## config.mk

```make
export PLATFORM = sky130hd
export DESIGN_NAME = info_frame_scheduler
export DESIGN_NICKNAME = d
export VERILOG_FILES = /design/src/rtl/hdmi_packet_pkg.sv /design/src/rtl/round_robin_arbiter.sv /design/src/rtl/info_frame_scheduler.sv
export SDC_FILE = /design/constraint.sdc
export NUM_CORES = 1
export LEC_CHECK = 0
export CORE_AREA = 2 2 484 486
export CTS_BUF_LIST = sky130_fd_sc_hd__clkbuf_2
export CTS_CLUSTER_SIZE = 24
export DETAILED_ROUTE_END_ITERATION = 10
export DIE_AREA = 0 0 486 488
export SETUP_SLACK_MARGIN = 0.2
export SLEW_MARGIN = 10
export SYNTH_ARGS = -nofsm -noshare
export SYNTH_HDL_FRONTEND = slang
export SYNTH_SLANG_ARGS = --single-unit
```

## constraint.sdc

```tcl
create_clock -name clk_pixel -period 12.05 [get_ports clk_pixel]
set_input_delay 3.615 -clock clk_pixel [delete_from_list [all_inputs] [get_ports clk_pixel]]
set_output_delay 3.615 -clock clk_pixel [all_outputs]
set_load 0.05 [all_outputs]
```

## src/rtl/hdmi_packet_pkg.sv

```systemverilog
// Shared HDMI data-island constants: packet type codes, null packet, source indices.
package hdmi_packet_pkg;

   typedef enum logic [7:0] {
      PKT_NULL      = 8'h00,
      PKT_AUDIO     = 8'h02,
      IF_VENDOR     = 8'h81,
      IF_AVI        = 8'h82,
      IF_SPD        = 8'h83,
      IF_AUDIO_INFO = 8'h84,
      IF_MPEG       = 8'h85
   } pkt_type_e;

   localparam logic [23:0] NULL_HEADER = 24'h000000;
   localparam logic [55:0] NULL_SUB    = 56'h0;

   localparam int SRC_AUDIO    = 0;
   localparam int SRC_IF_FIRST = 1;
   localparam int MAX_SOURCES  = 8;

   // Index of the set bit in a one-hot vector; zero when the vector is empty.
   function automatic logic [2:0] onehot_to_idx(input logic [7:0] v);
      logic [2:0] idx;
      idx = 3'd0;
      for (int i = 0; i < MAX_SOURCES; i++) begin
         if (v[i]) idx = 3'(i);
      end
      return idx;
   endfunction

endpackage

```

## src/rtl/round_robin_arbiter.sv

```systemverilog
// Rotating search over InfoFrame sources 1..NUM_SOURCES-1, starting after ptr.
module round_robin_arbiter
   import hdmi_packet_pkg::*;
#(
   parameter int NUM_SOURCES = 4
) (
   input  logic [NUM_SOURCES-1:0] req,
   input  logic [2:0]             ptr,
   output logic [NUM_SOURCES-1:0] grant
);

   localparam logic [3:0] LAST = 4'(NUM_SOURCES - 1);

   logic [7:0] req_ext;
   logic [7:0] grant_ext;
   logic [3:0] start;
   logic [3:0] sum;
   logic       found;

   assign req_ext = 8'(req);

   // Index 0 is never part of the ring, so wrap goes LAST -> 1.
   always_comb begin
      grant_ext = 8'h00;
      found     = 1'b0;
      sum       = 4'd0;
      start     = {1'b0, ptr} + 4'd1;
      if (start > LAST || start == 4'd0) start = 4'(SRC_IF_FIRST);
      for (int k = 0; k < NUM_SOURCES - 1; k++) begin
         sum = start + 4'(k);
         if (sum > LAST) sum = sum - LAST;
         if (!found && req_ext[sum[2:0]]) begin
            grant_ext[sum[2:0]] = 1'b1;
            found               = 1'b1;
         end
      end
   end

   assign grant = grant_ext[NUM_SOURCES-1:0];

endmodule

```

## src/rtl/info_frame_scheduler.sv

```systemverilog
// Fills data-island packet slots: audio source 0 has strict priority, InfoFrames
// are sent once per video frame in round-robin order, otherwise a null packet.
module info_frame_scheduler
   import hdmi_packet_pkg::*;
#(
   parameter int NUM_SOURCES    = 4,
   parameter bit OVERRUN_ENABLE = 1'b1
) (
   input  logic                                clk_pixel,
   input  logic                                reset,
   input  logic                                frame_start,
   input  logic                                packet_slot,
   input  logic [NUM_SOURCES-1:0]              req,
   input  logic [NUM_SOURCES-1:0][23:0]        header_in,
   input  logic [NUM_SOURCES-1:0][3:0][55:0]   sub_in,
   output logic [NUM_SOURCES-1:0]              ack,
   output logic [23:0]                         header,
   output logic [3:0][55:0]                    sub,
   output logic [2:0]                          grant_id,
   output logic                                grant_valid,
   output logic [NUM_SOURCES-1:0]              overrun
);

   localparam logic [NUM_SOURCES-1:0] IF_MASK   = {{(NUM_SOURCES-1){1'b1}}, 1'b0};
   localparam logic [2:0]             LAST_SRC  = 3'(NUM_SOURCES - 1);

   logic [NUM_SOURCES-1:0] due;
   logic [NUM_SOURCES-1:0] due_nxt;
   logic [2:0]             last_served;
   logic [NUM_SOURCES-1:0] rr_grant;
   logic [NUM_SOURCES-1:0] grant_vec;
   logic [NUM_SOURCES-1:0] slot_grant;
   logic                   any_grant;
   logic [2:0]             gid;
   logic [23:0]            sel_header;
   logic [3:0][55:0]       sel_sub;

   round_robin_arbiter #(.NUM_SOURCES(NUM_SOURCES)) u_rr (
      .req   (req & due & IF_MASK),
      .ptr   (last_served),
      .grant (rr_grant)
   );

   always_comb begin
      grant_vec = '0;
      if (req[SRC_AUDIO]) grant_vec[SRC_AUDIO] = 1'b1;
      else                grant_vec = rr_grant;
   end

   assign any_grant  = |grant_vec;
   assign gid        = onehot_to_idx(8'(grant_vec));
   assign slot_grant = packet_slot ? grant_vec : '0;

   always_comb begin
      sel_header = NULL_HEADER;
      sel_sub    = {4{NULL_SUB}};
      for (int i = 0; i < NUM_SOURCES; i++) begin
         if (grant_vec[i]) begin
            sel_header = header_in[i];
            sel_sub    = sub_in[i];
         end
      end
   end

   // frame_start re-arms every InfoFrame, even one granted in the same cycle.
   always_comb begin
      due_nxt = due & ~slot_grant;
      if (frame_start) due_nxt = IF_MASK;
   end

   always_ff @(posedge clk_pixel or posedge reset) begin
      if (reset) begin
         due         <= '0;
         last_served <= LAST_SRC;
         header      <= NULL_HEADER;
         sub         <= {4{NULL_SUB}};
         grant_id    <= 3'd0;
         grant_valid <= 1'b0;
         ack         <= '0;
      end else begin
         due <= due_nxt;
         ack <= slot_grant;
         if (packet_slot) begin
            header      <= sel_header;
            sub         <= sel_sub;
            grant_id    <= gid;
            grant_valid <= any_grant;
            if (any_grant) last_served <= gid;
         end
      end
   end

   always_ff @(posedge clk_pixel or posedge reset) begin
      if (reset) begin
         overrun <= '0;
      end else if (OVERRUN_ENABLE && frame_start) begin
         overrun <= overrun | (due & IF_MASK & ~slot_grant);
      end
   end

endmodule
```

# [Yosys cells after proc, flatten, opt, wreduce, memory -nomap -nowiden]
# Cells that the tools add are included.
[classes] add_sub_neg=6 n_lt_le_gt_ge=10 n_mux=36 bitwise=7 n_reduce_logical=11
[op_table] operator="$mux W224" n=4
[op_table] operator="$mux W24" n=4
[op_table] operator="$mux W4" n=6
[op_table] operator="$gt A4 B2 Y1 const B" n=4
[op_table] operator="$mux W3" n=5
[op_table] operator="$and A4 B4 Y4" n=3
[op_table] operator="$lt A3 B4 Y1 const B" n=3
[op_table] operator="$or A4 B4 Y4" n=3
[op_table] operator="$mux W1" n=10
[op_table] operator="$bmux W1 S3" n=3
[op_table] operator="$demux W1 S3" n=3
[op_table] operator="$ge A3 B1 Y1 const B" n=3
[op_table] operator="$sub A3 B2 Y3 const B" n=3
[op_table] operator="$logic_and A1 B1 Y1" n=5
[op_table] operator="$add A3 B1 Y4 const B" n=1
[op_table] operator="$add A4 B1 Y4 const B" n=1
[op_table] operator="$add A4 B2 Y4 const B" n=1
[op_table] operator="$logic_not A4 Y1" n=1
[op_table] operator="$not A4 Y4" n=1
[op_table] operator="$reduce_or A4 Y1" n=1
[op_table] operator="$logic_not A1 Y1" n=2
[op_table] operator="$mux W2" n=1
[op_table] operator="$reduce_and A2 Y1" n=1
[op_table] operator="$logic_or A1 B1 Y1" n=1
[totals] ff_bits=267 inputBits=1000

# [Logic depth before layout (Yosys ltp)]
[depth] depth_word=20 depth_mapped=12 ltp_nobuf=8

# [Hierarchy]
# Synthesis repeated with hierarchy kept, for this count alone.
[hier_totals] hier_cells=2650 area_unflattened_um2=20188.1
[modules_own_cells] module="info_frame_scheduler" instances=1 cells_each=2569 area_per_inst_um2=19631.3
[modules_own_cells] module="round_robin_arbiter" instances=1 cells_each=81 area_per_inst_um2=556.8

# [Worst setup path before layout]
# Ideal clock, no wire load.
[synth_timing] path_type="input to register" start="in req[3]" end="reg header[19]" setup_time_ns=0.132 arrival_time_ns=5.378 path_slack_ns=6.540 path_stages=9 cell_sequence="and3b_1 a211oi_2 nor2_1 a311o_1 buf_2 nand2_1 buf_2 clkbuf_1 o21ai_1"
[synth_between] elab_chain_cells=15
[synth_lines] element="start, declared" line_no="info_frame_scheduler.sv:13" rtl="input logic [NUM_SOURCES-1:0] req,"
[synth_lines] element="$and A4 B4 Y4 *" line_no="info_frame_scheduler.sv:39" rtl=".req (req & due & IF_MASK),"
[synth_lines] element="$bmux W1 S3" line_no="round_robin_arbiter.sv:32" rtl="if (!found && req_ext[sum[2:0]]) begin"
[synth_lines] element="$mux W1 (implied by the code)" line_no="round_robin_arbiter.sv:32"
[synth_lines] element="$mux W1" line_no="round_robin_arbiter.sv:32"
[synth_lines] element="$logic_not A1 Y1" line_no="round_robin_arbiter.sv:32"
[synth_lines] element="$logic_and A1 B1 Y1" line_no="round_robin_arbiter.sv:32"
[synth_lines] element="$mux W1" line_no="round_robin_arbiter.sv:32"
[synth_lines] element="$logic_not A1 Y1" line_no="round_robin_arbiter.sv:32"
[synth_lines] element="$logic_and A1 B1 Y1" line_no="round_robin_arbiter.sv:32"
[synth_lines] element="$mux W4 *" line_no="round_robin_arbiter.sv:32"
[synth_lines] element="$mux W1" line_no="info_frame_scheduler.sv:46" rtl="if (req[SRC_AUDIO]) grant_vec[SRC_AUDIO] = 1'b1;"
[synth_lines] element="$mux W24 (3 in a row)" line_no="info_frame_scheduler.sv:58" rtl="if (grant_vec[i]) begin"
[synth_lines] element="$mux W24 *" line_no="info_frame_scheduler.sv:58"
[synth_lines] element="end signal, assigned" line_no="info_frame_scheduler.sv:84" rtl="header <= sel_header;"
[synth_lines] element="end, declared" line_no="info_frame_scheduler.sv:17" rtl="output logic [23:0] header,"
# Mark *: on every way between the ends. The rest lies on a longest branch, timed or not. The select of a mux whose other input is x is not followed.
# A chain may end at the register's enable or synchronous reset.

# [Worst setup path in the final report]
[layout_timing] start="reg sub[9] (netlist name)" end="out sub[9] (netlist name)"
[layout_rtl] element="start, declared" line_no="info_frame_scheduler.sv:18" rtl="output logic [3:0][55:0] sub,"
[layout_rtl] element="start signal, assigned" line_no="info_frame_scheduler.sv:76" rtl="sub <= {4{NULL_SUB}};"
[layout_rtl] element="start signal, assigned" line_no="info_frame_scheduler.sv:85" rtl="sub <= sel_sub;"
# No word-level cell between the ends.

==> run_results.csv <==
group,metric,value,unit
status,outcome,"finished, final reports clean",
grt,grt_antenna_before_repair,315,
setup_path,crit_path_start_kind,"flip-flop",
synthesis,async_reset_ff_share,100,%
min_path,hold_start,"overrun[1]",
route,drt_pre_antenna_iters,5,
route,drtIter0Drc,1599,
sta,finalMaxSlewViolations,0,
setup_path,critPathMaxStageDelay,1.21,ns
floorplanning,fp.dieH,488,µm
flow_run,drv_cap,0,
floorplanning,fp.coreArea,232000,µm²
sta,period_share,55.3,%
synthesis,avgSynthCellArea,9.09,µm²
finish,drive_gt1_share,6.19,%
grt,grt_max_degree,146,
clocking,root_buffer,"clkbuf_2",
route,drc,0,
power_and_ir_drop,p_seq_share,21.4,%
sta,fmax,150,MHz
finish,regArea,6580,µm²
sta,setup_violations,0,
min_path,hold_path_class,"flip-flop to flip-flop",
power_and_ir_drop,p_leak,11.4,nW
grt,grt_pass1_vias,23100,
power_and_ir_drop,p_total,7.24,mW
sta,rsz0062_at_grt,"no",
sta,whs,0.489,ns
clocking,cts.sinks,263,
floorplanning,num_io_pins,1260,
clocking,clkSlewWorstSetupHoldPaths,0.10,ns
power_and_ir_drop,switchingPower,4.05,mW
synthesis,yosys.area.top_type_share,39.9,%
setup_path,reg2reg_from,"last_served[0]",
synthesis,synth.distinct_cells,44,
clocking,numCtsBuffers,89,
clocking,cts_tree,"yes",
route,vias,23600,
synthesis,synth_top_cell_by_area,"dfrtp_1",
route,wl,212000,µm
placed_design,hpwl,179000,µm
clocking,cts.htree.levels,3,
power_and_ir_drop,p_int,3.19,mW
synthesis,synth.most_common_cell,"dfrtp_1",
floorplanning,die_area,237000,µm²
setup_path,crit_arrival,3.05,ns
clocking,cts_resized,0,
setup_path,path_cells,"clkdlybuf4s50_1",
sta,tightestPinTransition,1.43,ns
finish,multi_input_comb_area,8840,µm²
placed_design,numPortBuffers,1257,
setup_path,critPathTopFamily,"buffers and inverters",
setup_path,required,8.43,ns
power_and_ir_drop,clockPowerShare,12.2,%
setup_path,r2r_slack,7.44,ns
route,ant_nets,0,
route,routedWlPerCell,34.4,µm
synthesis,syn_inst,1799,
sta,setup-tns-final,0,ns
finish,layoutNonFillerInstCount,6163,
power_and_ir_drop,peakVddDrop,158,µV
sta,slew-limit-headroom,4.94,%
sta,clock_skew,0.148,ns
setup_path,critPathSlowestCell,"clkdlybuf4s50_1",
setup_path,path_buf_inv,1,
floorplanning,initial_core_util,7.05,%
floorplanning,num_rows,177,
finish,final_nets,3958,
placed_design,gp_congestion,1.03,
setup_path,end_kind,"output port",
finish,fill_cells,26400,
grt,grt_pass1_wl,260000,µm
clocking,cts_setup_buffers,0,
placed_design,dp.cells,5906,
sta,fin_crit,6.67,ns
synthesis,synthTopCellsByArea,"dfrtp_1, a221oi_1, a2bb2oi_1",
synthesis,synth_area,16300,µm²
power_and_ir_drop,power_density,218,nW/µm²
clocking,clock_path_buffers,3,
route,viasPerCell,3.83,
setup_path,crit_path_start,"sub[9]",
synthesis,ys_ff_latch,263,
clocking,cts-hold-fix-buffers,0,
finish,syn2layout_area_growth,103,%
clocking,clk_latency,1.46,ns
synthesis,synth_flop_cell,"dfrtp_1",
power_and_ir_drop,p_comb_share,66.4,%
synthesis,synth_edf_count,0,
grt,grt-ovfl-total,0,
power_and_ir_drop,power_switching_share,56.0,%
setup_path,crit_type,"flip-flop to output port",
grt,grtUsageTotal,17.1,%
sta,hold_violations,0,
synthesis,synth_commonest_cells,"dfrtp_1, nand2_1, a221oi_1, a2bb2oi_1, nor3b_1",
synthesis,yosysSeqAreaShare,40.3,%
setup_path,crit_fanout,2,
floorplanning,die_w,486,µm
synthesis,yosys_warnings,0,
==> layout make-up <==
type,count,area share (%)
Tap cell,3043,11.5
Clock inverter,41,0.643
Timing Repair Buffer,1286,38.8
Sequential cell,263,19.8
Antenna cell,98,0.738
Clock buffer,118,1.78
Multi-Input combinational cell,1302,26.6
Inverter,12,0.181
==> metrics by stage <==
step                utilization, %  area (µm²)  worst slack (ns)
floorplan                        -       16400              1.20
global placement              13.9       32200              4.61
detailed placement            13.9       32200              4.70
CTS                           14.2       33000              4.90
global route                  14.3       33200              5.11
finish                        14.3       33200              5.38
==> cell usage in the layout (no fill, tap or decap), drive strengths merged, types with 2 or more instances in the layout <==
master,Yosys,final
a21o,4,4
dfrtp,261,261
inv,12,14
clkbuf,171,118
o21ai,255,255
a31oi,2,2
nor3b,249,249
nand2,257,257
and3,2,2
conb,1,2
a221oi,248,248
diode,0,98
and4b,2,2
clkinvlp,0,2
clkdlybuf4s50,0,1248
nor2,4,4
ha,4,4
dfstp,2,2
a211oi,2,2
a31o,3,3
buf,52,38
a41oi,2,2
a2bb2oi,249,249
clkinv,0,36
==> metal layers <==
| metal | GRT usage [%] | up-vias | part of all wire (%) |
|---|---|---|---|
| met5 | 0 | - | 0.56 |
| met4 | 9.17 | 180 | 6.1 |
| met3 | 9.59 | 722 | 14 |
| met2 | 27.5 | 1824 | 45 |
| met1 | 17.6 | 11300 | 35 |
| li1 | - | 9531 | - |
==> registers in the layout, indices dropped and copies added (netlist names) <==
name and count:
overrun 3, grant_valid 1, sub 224, ack 4
due 3, last_served 2, grant_id 2, header 24
==> power by group through the flow <==
stage               registers (mW)  clock network, mW  logic (mW)
global placement              1.54                  0        4.81
CTS                           1.54              0.955        4.84
finish                        1.55              0.884        4.80
global route                  1.59              0.973        5.00
floorplan                     2.72                  0        1.45
detailed placement            1.55                  0        4.83
==> kinds of logic after synthesis <==
logic type | Yosys count | share of synthesized area [%]
buffers and inverters | 235 | 5.82
adder cells (fa/ha/maj) | 4 | 0.306
flip-flops | 263 | 40.3
AND/OR/NAND/NOR | 523 | 18.1
AO/OA/AOI/OAI | 773 | 35.5
other | 1 | 0.0229
==> path summary, 6_finish.rpt <==
kind                               to  cells after the start
min reg2reg                overrun[1]                      1
max reg2reg                   sub[54]                     10
min                        overrun[1]                      1
max in group asynchronous    sub[145]                      4
max                            sub[9]                      1
min in group asynchronous   header[1]                      2
(Power assumes the default switching activity.)
